===== config.mk =====
export PLATFORM = sky130hd
export DESIGN_NAME = uart_port_arb_flat
export DESIGN_NICKNAME = d
export VERILOG_FILES = /design/src/rtl/uart_arb_pkg.sv /design/src/rtl/uart_port_arb_if.sv /design/src/rtl/uart_rr_arb2.sv /design/src/rtl/uart_port_arb.sv /design/src/flat_wrapper.sv
export SDC_FILE = /design/constraint.sdc
export NUM_CORES = 1
export LEC_CHECK = 0
export CAP_MARGIN = 20
export CORE_UTILIZATION = 47
export CTS_BUF_LIST = sky130_fd_sc_hd__clkbuf_16
export CTS_CLUSTER_DIAMETER = 100
export DETAILED_ROUTE_END_ITERATION = 6
export PLACE_DENSITY_LB_ADDON = 0.1
export SETUP_SLACK_MARGIN = 0.1
export SYNTH_ARGS = -nofsm -noshare
export SYNTH_HDL_FRONTEND = slang
export SYNTH_SLANG_ARGS = --single-unit

===== constraint.sdc =====
create_clock -name clk -period 3.5 [get_ports clk]
set_input_delay 0.7 -clock clk [delete_from_list [all_inputs] [get_ports clk]]
set_output_delay 0.7 -clock clk [all_outputs]
set_load 0.05 [all_outputs]

===== src/rtl/uart_arb_pkg.sv =====
`default_nettype none
// +----------------------------------------------------------------------+
// | uart_arb_pkg : shared state encoding and constants for uart_port_arb |
// | Rev 1.0                                                              |
// +----------------------------------------------------------------------+
package uart_arb_pkg;

    localparam logic [2:0] IDLE    = 3'd0;
    localparam logic [2:0] WR_LOW  = 3'd1;
    localparam logic [2:0] WR_WAIT = 3'd2;
    localparam logic [2:0] RD_LOW  = 3'd3;
    localparam logic [2:0] RD_CAP  = 3'd4;

    typedef enum logic [2:0] {
        ST_IDLE    = IDLE,
        ST_WR_LOW  = WR_LOW,
        ST_WR_WAIT = WR_WAIT,
        ST_RD_LOW  = RD_LOW,
        ST_RD_CAP  = RD_CAP
    } state_t;

    localparam logic [11:0] WDOG_LIMIT = 12'd4095;

    // Pulse counters stop at terminal count instead of wrapping.
    function automatic logic [3:0] sat_inc4(input logic [3:0] v);
        return (v == 4'hF) ? v : v + 4'd1;
    endfunction

endpackage
`default_nettype wire


===== src/rtl/uart_port_arb_if.sv =====
`default_nettype none
// +----------------------------------------------------------------------+
// | uart_port_arb_if : requester, consumer and UART bus signals          |
// | Optional macro UART_ARB_TIMEOUT_EN adds tx_timeout.   Rev 1.0        |
// +----------------------------------------------------------------------+
interface uart_port_arb_if;
    logic       tx_req0;
    logic       tx_req1;
    logic [7:0] tx_data0;
    logic [7:0] tx_data1;
    logic       tx_ack0;
    logic       tx_ack1;
    logic       rx_valid;
    logic [7:0] rx_data;
    logic       rx_ready;
    logic       uart_wrn;
    logic       uart_rdn;
    logic [7:0] uart_din;
    logic [7:0] uart_dout;
    logic       uart_data_ready;
    logic       uart_tbre;
    logic       uart_tsre;
    logic       busy;
`ifdef UART_ARB_TIMEOUT_EN
    logic       tx_timeout;

    modport slave (
        input  tx_req0, tx_req1, tx_data0, tx_data1, rx_ready,
               uart_dout, uart_data_ready, uart_tbre, uart_tsre,
        output tx_ack0, tx_ack1, rx_valid, rx_data, uart_wrn, uart_rdn,
               uart_din, busy, tx_timeout
    );
    modport master (
        output tx_req0, tx_req1, tx_data0, tx_data1, rx_ready,
               uart_dout, uart_data_ready, uart_tbre, uart_tsre,
        input  tx_ack0, tx_ack1, rx_valid, rx_data, uart_wrn, uart_rdn,
               uart_din, busy, tx_timeout
    );
`else
    modport slave (
        input  tx_req0, tx_req1, tx_data0, tx_data1, rx_ready,
               uart_dout, uart_data_ready, uart_tbre, uart_tsre,
        output tx_ack0, tx_ack1, rx_valid, rx_data, uart_wrn, uart_rdn,
               uart_din, busy
    );
    modport master (
        output tx_req0, tx_req1, tx_data0, tx_data1, rx_ready,
               uart_dout, uart_data_ready, uart_tbre, uart_tsre,
        input  tx_ack0, tx_ack1, rx_valid, rx_data, uart_wrn, uart_rdn,
               uart_din, busy
    );
`endif
endinterface
`default_nettype wire


===== src/rtl/uart_rr_arb2.sv =====
`default_nettype none
// +----------------------------------------------------------------------+
// | uart_rr_arb2 : combinational two-requester round-robin arbiter       |
// | Rev 1.0                                                              |
// +----------------------------------------------------------------------+
module uart_rr_arb2 (
    input  wire logic [1:0] req,
    input  wire logic       last_grant,
    output logic      [1:0] grant
);

    // last_grant names the requester served most recently; the other one is preferred.
    always_comb begin
        grant = 2'b00;
        if (last_grant) begin
            if (req[0])      grant = 2'b01;
            else if (req[1]) grant = 2'b10;
        end else begin
            if (req[1])      grant = 2'b10;
            else if (req[0]) grant = 2'b01;
        end
    end

endmodule
`default_nettype wire


===== src/rtl/uart_port_arb.sv =====
`default_nettype none
// +----------------------------------------------------------------------+
// | uart_port_arb : shares one UART between two tx requesters and one rx |
// | Optional macro UART_ARB_TIMEOUT_EN enables the WR_WAIT watchdog.     |
// | Rev 1.0                                                              |
// +----------------------------------------------------------------------+
module uart_port_arb
    import uart_arb_pkg::*;
#(
    parameter int WR_PULSE = 2,
    parameter int RD_PULSE = 2
) (
    input  wire logic       clk,
    input  wire logic       rst,
    uart_port_arb_if.slave  bus
);

    localparam logic [3:0] C_WR_PULSE = 4'(WR_PULSE);
    localparam logic [3:0] C_RD_PULSE = 4'(RD_PULSE);

    state_t     r_state;
    logic [3:0] r_cnt;
    logic       r_last_grant;
    logic       r_gnt1;
    logic       r_wrn;
    logic       r_rdn;
    logic [7:0] r_din;
    logic [7:0] r_rx_data;
    logic       r_rx_valid;
    logic       r_ack0;
    logic       r_ack1;
    logic [1:0] w_grant;
    logic       w_tx_idle;
`ifdef UART_ARB_TIMEOUT_EN
    localparam logic [11:0] C_WDOG_LAST = WDOG_LIMIT - 12'd1;
    logic [11:0] r_wdog;
    logic        r_tx_timeout;
`endif

    assign w_tx_idle = bus.uart_tbre & bus.uart_tsre;

    uart_rr_arb2 u_arb (
        .req        ({bus.tx_req1, bus.tx_req0}),
        .last_grant (r_last_grant),
        .grant      (w_grant)
    );

    always_ff @(posedge clk) begin
        if (!rst) begin
            r_state      <= ST_IDLE;
            r_cnt        <= 4'd0;
            r_last_grant <= 1'b1;
            r_gnt1       <= 1'b0;
            r_wrn        <= 1'b1;
            r_rdn        <= 1'b1;
            r_din        <= 8'd0;
            r_rx_data    <= 8'd0;
            r_rx_valid   <= 1'b0;
            r_ack0       <= 1'b0;
            r_ack1       <= 1'b0;
`ifdef UART_ARB_TIMEOUT_EN
            r_wdog       <= 12'd0;
            r_tx_timeout <= 1'b0;
`endif
        end else begin
            r_ack0 <= 1'b0;
            r_ack1 <= 1'b0;
`ifdef UART_ARB_TIMEOUT_EN
            r_tx_timeout <= 1'b0;
`endif
            if (r_rx_valid && bus.rx_ready)
                r_rx_valid <= 1'b0;

            case (r_state)
                ST_IDLE: begin
                    // Draining the receiver comes first so rx bytes are never overrun.
                    if (bus.uart_data_ready && !r_rx_valid) begin
                        r_state <= ST_RD_LOW;
                        r_rdn   <= 1'b0;
                        r_cnt   <= 4'd1;
                    end else if (w_tx_idle && (w_grant != 2'b00)) begin
                        r_state      <= ST_WR_LOW;
                        r_wrn        <= 1'b0;
                        r_cnt        <= 4'd1;
                        r_gnt1       <= w_grant[1];
                        r_last_grant <= w_grant[1];
                        r_din        <= w_grant[1] ? bus.tx_data1 : bus.tx_data0;
                    end
                end
                ST_WR_LOW: begin
                    if (r_cnt == C_WR_PULSE) begin
                        r_state <= ST_WR_WAIT;
                        r_wrn   <= 1'b1;
                        r_cnt   <= 4'd0;
                        r_ack0  <= ~r_gnt1;
                        r_ack1  <= r_gnt1;
`ifdef UART_ARB_TIMEOUT_EN
                        r_wdog  <= 12'd0;
`endif
                    end else begin
                        r_cnt <= sat_inc4(r_cnt);
                    end
                end
                ST_WR_WAIT: begin
                    // r_cnt != 0 keeps at least two cycles here before trusting tbre/tsre.
                    if ((r_cnt != 4'd0) && w_tx_idle) begin
                        r_state <= ST_IDLE;
                    end
`ifdef UART_ARB_TIMEOUT_EN
                    else if (r_wdog == C_WDOG_LAST) begin
                        r_state      <= ST_IDLE;
                        r_tx_timeout <= 1'b1;
                    end
`endif
                    else begin
                        r_cnt <= sat_inc4(r_cnt);
                    end
`ifdef UART_ARB_TIMEOUT_EN
                    r_wdog <= r_wdog + 12'd1;
`endif
                end
                ST_RD_LOW: begin
                    if (r_cnt == C_RD_PULSE) begin
                        r_state <= ST_RD_CAP;
                        r_rdn   <= 1'b1;
                    end else begin
                        r_cnt <= sat_inc4(r_cnt);
                    end
                end
                ST_RD_CAP: begin
                    r_rx_data  <= bus.uart_dout;
                    r_rx_valid <= 1'b1;
                    r_state    <= ST_IDLE;
                end
                default: begin
                    r_state <= ST_IDLE;
                    r_wrn   <= 1'b1;
                    r_rdn   <= 1'b1;
                end
            endcase
        end
    end

    assign bus.tx_ack0  = r_ack0;
    assign bus.tx_ack1  = r_ack1;
    assign bus.rx_valid = r_rx_valid;
    assign bus.rx_data  = r_rx_data;
    assign bus.uart_wrn = r_wrn;
    assign bus.uart_rdn = r_rdn;
    assign bus.uart_din = r_din;
    assign bus.busy     = (r_state != ST_IDLE);
`ifdef UART_ARB_TIMEOUT_EN
    assign bus.tx_timeout = r_tx_timeout;
`endif

endmodule
`default_nettype wire


===== src/flat_wrapper.sv =====
// flat-port wrapper written by rule: the top's interface ports become plain ports
module uart_port_arb_flat import uart_arb_pkg::*;
#(
    parameter int WR_PULSE = 2,
    parameter int RD_PULSE = 2
)
  (clk, rst, bus_tx_req0, bus_tx_req1, bus_tx_data0, bus_tx_data1, bus_rx_ready, bus_uart_dout, bus_uart_data_ready, bus_uart_tbre, bus_uart_tsre, bus_tx_ack0, bus_tx_ack1, bus_rx_valid, bus_rx_data, bus_uart_wrn, bus_uart_rdn, bus_uart_din, bus_busy);
  uart_port_arb_if bus_i ();
  input  wire logic clk;
  input  wire logic rst;
  input wire logic [$bits(bus_i.tx_req0)-1:0] bus_tx_req0;
  input wire logic [$bits(bus_i.tx_req1)-1:0] bus_tx_req1;
  input wire logic [$bits(bus_i.tx_data0)-1:0] bus_tx_data0;
  input wire logic [$bits(bus_i.tx_data1)-1:0] bus_tx_data1;
  input wire logic [$bits(bus_i.rx_ready)-1:0] bus_rx_ready;
  input wire logic [$bits(bus_i.uart_dout)-1:0] bus_uart_dout;
  input wire logic [$bits(bus_i.uart_data_ready)-1:0] bus_uart_data_ready;
  input wire logic [$bits(bus_i.uart_tbre)-1:0] bus_uart_tbre;
  input wire logic [$bits(bus_i.uart_tsre)-1:0] bus_uart_tsre;
  output wire logic [$bits(bus_i.tx_ack0)-1:0] bus_tx_ack0;
  output wire logic [$bits(bus_i.tx_ack1)-1:0] bus_tx_ack1;
  output wire logic [$bits(bus_i.rx_valid)-1:0] bus_rx_valid;
  output wire logic [$bits(bus_i.rx_data)-1:0] bus_rx_data;
  output wire logic [$bits(bus_i.uart_wrn)-1:0] bus_uart_wrn;
  output wire logic [$bits(bus_i.uart_rdn)-1:0] bus_uart_rdn;
  output wire logic [$bits(bus_i.uart_din)-1:0] bus_uart_din;
  output wire logic [$bits(bus_i.busy)-1:0] bus_busy;
  assign bus_i.tx_req0 = bus_tx_req0;
  assign bus_i.tx_req1 = bus_tx_req1;
  assign bus_i.tx_data0 = bus_tx_data0;
  assign bus_i.tx_data1 = bus_tx_data1;
  assign bus_i.rx_ready = bus_rx_ready;
  assign bus_i.uart_dout = bus_uart_dout;
  assign bus_i.uart_data_ready = bus_uart_data_ready;
  assign bus_i.uart_tbre = bus_uart_tbre;
  assign bus_i.uart_tsre = bus_uart_tsre;
  assign bus_tx_ack0 = bus_i.tx_ack0;
  assign bus_tx_ack1 = bus_i.tx_ack1;
  assign bus_rx_valid = bus_i.rx_valid;
  assign bus_rx_data = bus_i.rx_data;
  assign bus_uart_wrn = bus_i.uart_wrn;
  assign bus_uart_rdn = bus_i.uart_rdn;
  assign bus_uart_din = bus_i.uart_din;
  assign bus_busy = bus_i.busy;
  uart_port_arb #(.WR_PULSE(WR_PULSE), .RD_PULSE(RD_PULSE)) u_core (.clk(clk), .rst(rst), .bus(bus_i));
endmodule

==> metrics <==
Crit path buffers/inverters=1; Critical Path Start=u_core.r_state[0]; Crit path largest cell delay=710 ps; crit path max-delay cell type=clkdlybuf4s50_1; Setup crit start kind=flip-flop; Internal=0.000707 W; leakage power=0.880 nW; Synth area leaders=dfxtp_1 40%, nand2_1 8.6%, o211a_1 6.1%, mux2i_1 5.4%, a21boi_0 5.1%; total track usage=21.7%; die area=3390 µm²; H-tree levels=2; DRT iter0 DRCs=82; Clock Skew=5.29 ps; Synth async-reset ratio=0%; # IOs=54; most used flip-flop cell after synthesis=dfxtp_1; setup tns final=0 ps; RSZ-0062 raised after global routing=no; NumNets Final=250; TritonCTS buffer count=5; Rows=20; TritonCTS clock tree=built; hold wc startpoint=u_core.r_gnt1; max_slew headroom=46.8%; worst slew pin tran=794 ps; GPL Wtd Cong=0.785; max cap viols=0; Avg WL per Cell=13.0 µm; warnings from Yosys=0; count leader, synth=nand2_1; clk_lat worst skew=270 ps; endpoint required time on the critical path=2800 ps; final worst path period share=71.7%; core box area=3030 µm²; Detailed Route WL=3.38 mm; clock share of power=41.1%; port bufs=53; routed vias/inst=5.17; critical path class=flip-flop to primary output; clk buf depth=2; DP HPWL=2.54 mm; Cells after DPL=252; layout cell share with drive strength beyond 1=8.33%; global-route wire length before repair=5.43 mm; CTS Root Cell=clkbuf_16; Worst EP arrival=1810 ps; Synth Instances=163; sequential share of the synthesized area=40.4%; Power Density=447 nW/µm²; Overflow after GRT=0; vias in the first global route=1246; run status=complete, no violations; Detailed Routing Iterations Pass 1=4; Fmax achieved=399 MHz; hold-fix buffers at CTS=0; ANT cells=0; largest net degree at the start of global routing=22; Vias=1345; Final Hold Viols=0; area leader, netlist=dfxtp_1; Sw Pwr=0.000257 W; mapped cell area=1490 µm²; Hold WC Path Type=flip-flop to flip-flop; post-synth net total=198; Synth top area share=40.4%; Setup-failing EPs final=0; synth cell count leaders=34 x nand2_1, 30 x dfxtp_1, 10 x a21boi_0; Worst setup EP type=primary output; Sw Share=26.6%; r2r startpoint=u_core.r_cnt[0]; Comb power frac=19.8%; drc violations=0; fin. max-slew vios=0; Pwr Total=0.000964 W; CP delay by family, top=buffers and inverters; Mapped Avg Cell Area=9.12 µm²; initial core utilization=49.1%; Synth cell types=41; Die W=58.2 µm; post-cts gate resize count=0; Synth Register Bits=30; non-filler cells, final=260; sequential power share=39.1%; worst vdd ir=364 µV; Post-synth EDFFs=0; P&R area growth vs syn=45.1%; crit path max fanout=10; initial antenna violation count=0; Setup Fix Bufs, Post-CTS=0; Antenna Nets Post-Route=0; minimum clock period=2510 ps; CTS clock-pin slew for the worst setup and hold paths=50 ps; die extent in y=58.2 µm; clk sinks=30; Cell Chain, Critical Path=or3_1 -> clkdlybuf4s50_1
-- layer usage --
| metal | share of wire (%) | vias up | global-route usage (%) |
|---|---|---|---|
| li1 | - | 678 | - |
| met1 | 42 | 629 | 24.3 |
| met2 | 50 | 31 | 35.1 |
| met3 | 6.0 | 7 | 8.93 |
| met4 | 2.2 | 0 | 11.6 |
| met5 | 0 | - | 0 |
-- cells by family (layout without fill, tap and decap cells) --
kind of cell,count (synthesis),after routing,synth area share (%)
AND/OR/NAND/NOR,64,64,22.4
AO/OA/AOI/OAI,41,41,22.6
flip-flops,30,30,40.4
buffers and inverters,16,69,6.06
multiplexers,8,8,5.39
adder cells (fa/ha/maj),3,3,2.53
XOR/XNOR,1,1,0.589
-- cell type report --
type | instances | area (µm²)
fillers | 244 | 871
repair buffers | 55 | 546
clock buffers | 5 | 125
inverters | 6 | 22.5
multi-input cells | 117 | 796
clock inverters | 3 | 12.5
well taps | 44 | 55.1
flip-flops and latches | 30 | 601
-- cell usage in the layout (no fill, tap or decap), types with 2 or more instances in the layout --
master and count:
clkdlybuf4s50_1 53, nand2_1 34, dfxtp_1 30, a21boi_0 10
o211a_1 9, mux2i_1 8, inv_1 7, nand3_1 7
nor2_1 6, o21ai_0 5, clkbuf_16 5, nand2b_1 4
a21oi_1 3, ha_1 3, o211ai_1 2, and2_1 2
a211oi_1 2, nor4_1 2, buf_4 2
-- per-stage QoR --
stage | setup slack (ps) | instance area [µm²] | util [%] | hold slack (ps)
2_1_floorplan | 1710 | 1490 | - | 400
5_1_grt | 939 | 2160 | 71.2 | 428
4_1_cts | 981 | 2160 | 71.2 | 429
3_5_place_dp | 896 | 2020 | 66.7 | 423
3_3_place_gp | 960 | 2020 | 66.7 | 413
6_report | 991 | 2160 | 71.2 | 431
-- path summary, 6_finish.rpt --
kind                                           end  cells after the start  slack, ps
worst max-delay path                      bus_busy                      2        990
worst min-delay path            u_core.bus.tx_ack0                      1        430
worst max register to register     u_core.r_cnt[2]                      7       1680
worst min register to register  u_core.bus.tx_ack0                      1        430
-- power groups by stage --
stage	combinational [W]	clock [W]	sequential, W
CTS	0.000192	0.000401	0.000377
global route	0.000208	0.000416	0.000378
detailed placement	0.000191	0	0.000383
global placement	0.000187	0	0.000382
finish	0.000191	0.000396	0.000376
floorplan	0.000113	0	0.000396
-- state kept, by name (all words and copies together), names as in the netlist, 3 cells and up --
signal and cells:
u_core.r_state 3, u_core.bus.rx_data 8, u_core.r_cnt 4, u_core.bus.uart_din 8
(Power assumes the default switching activity.)
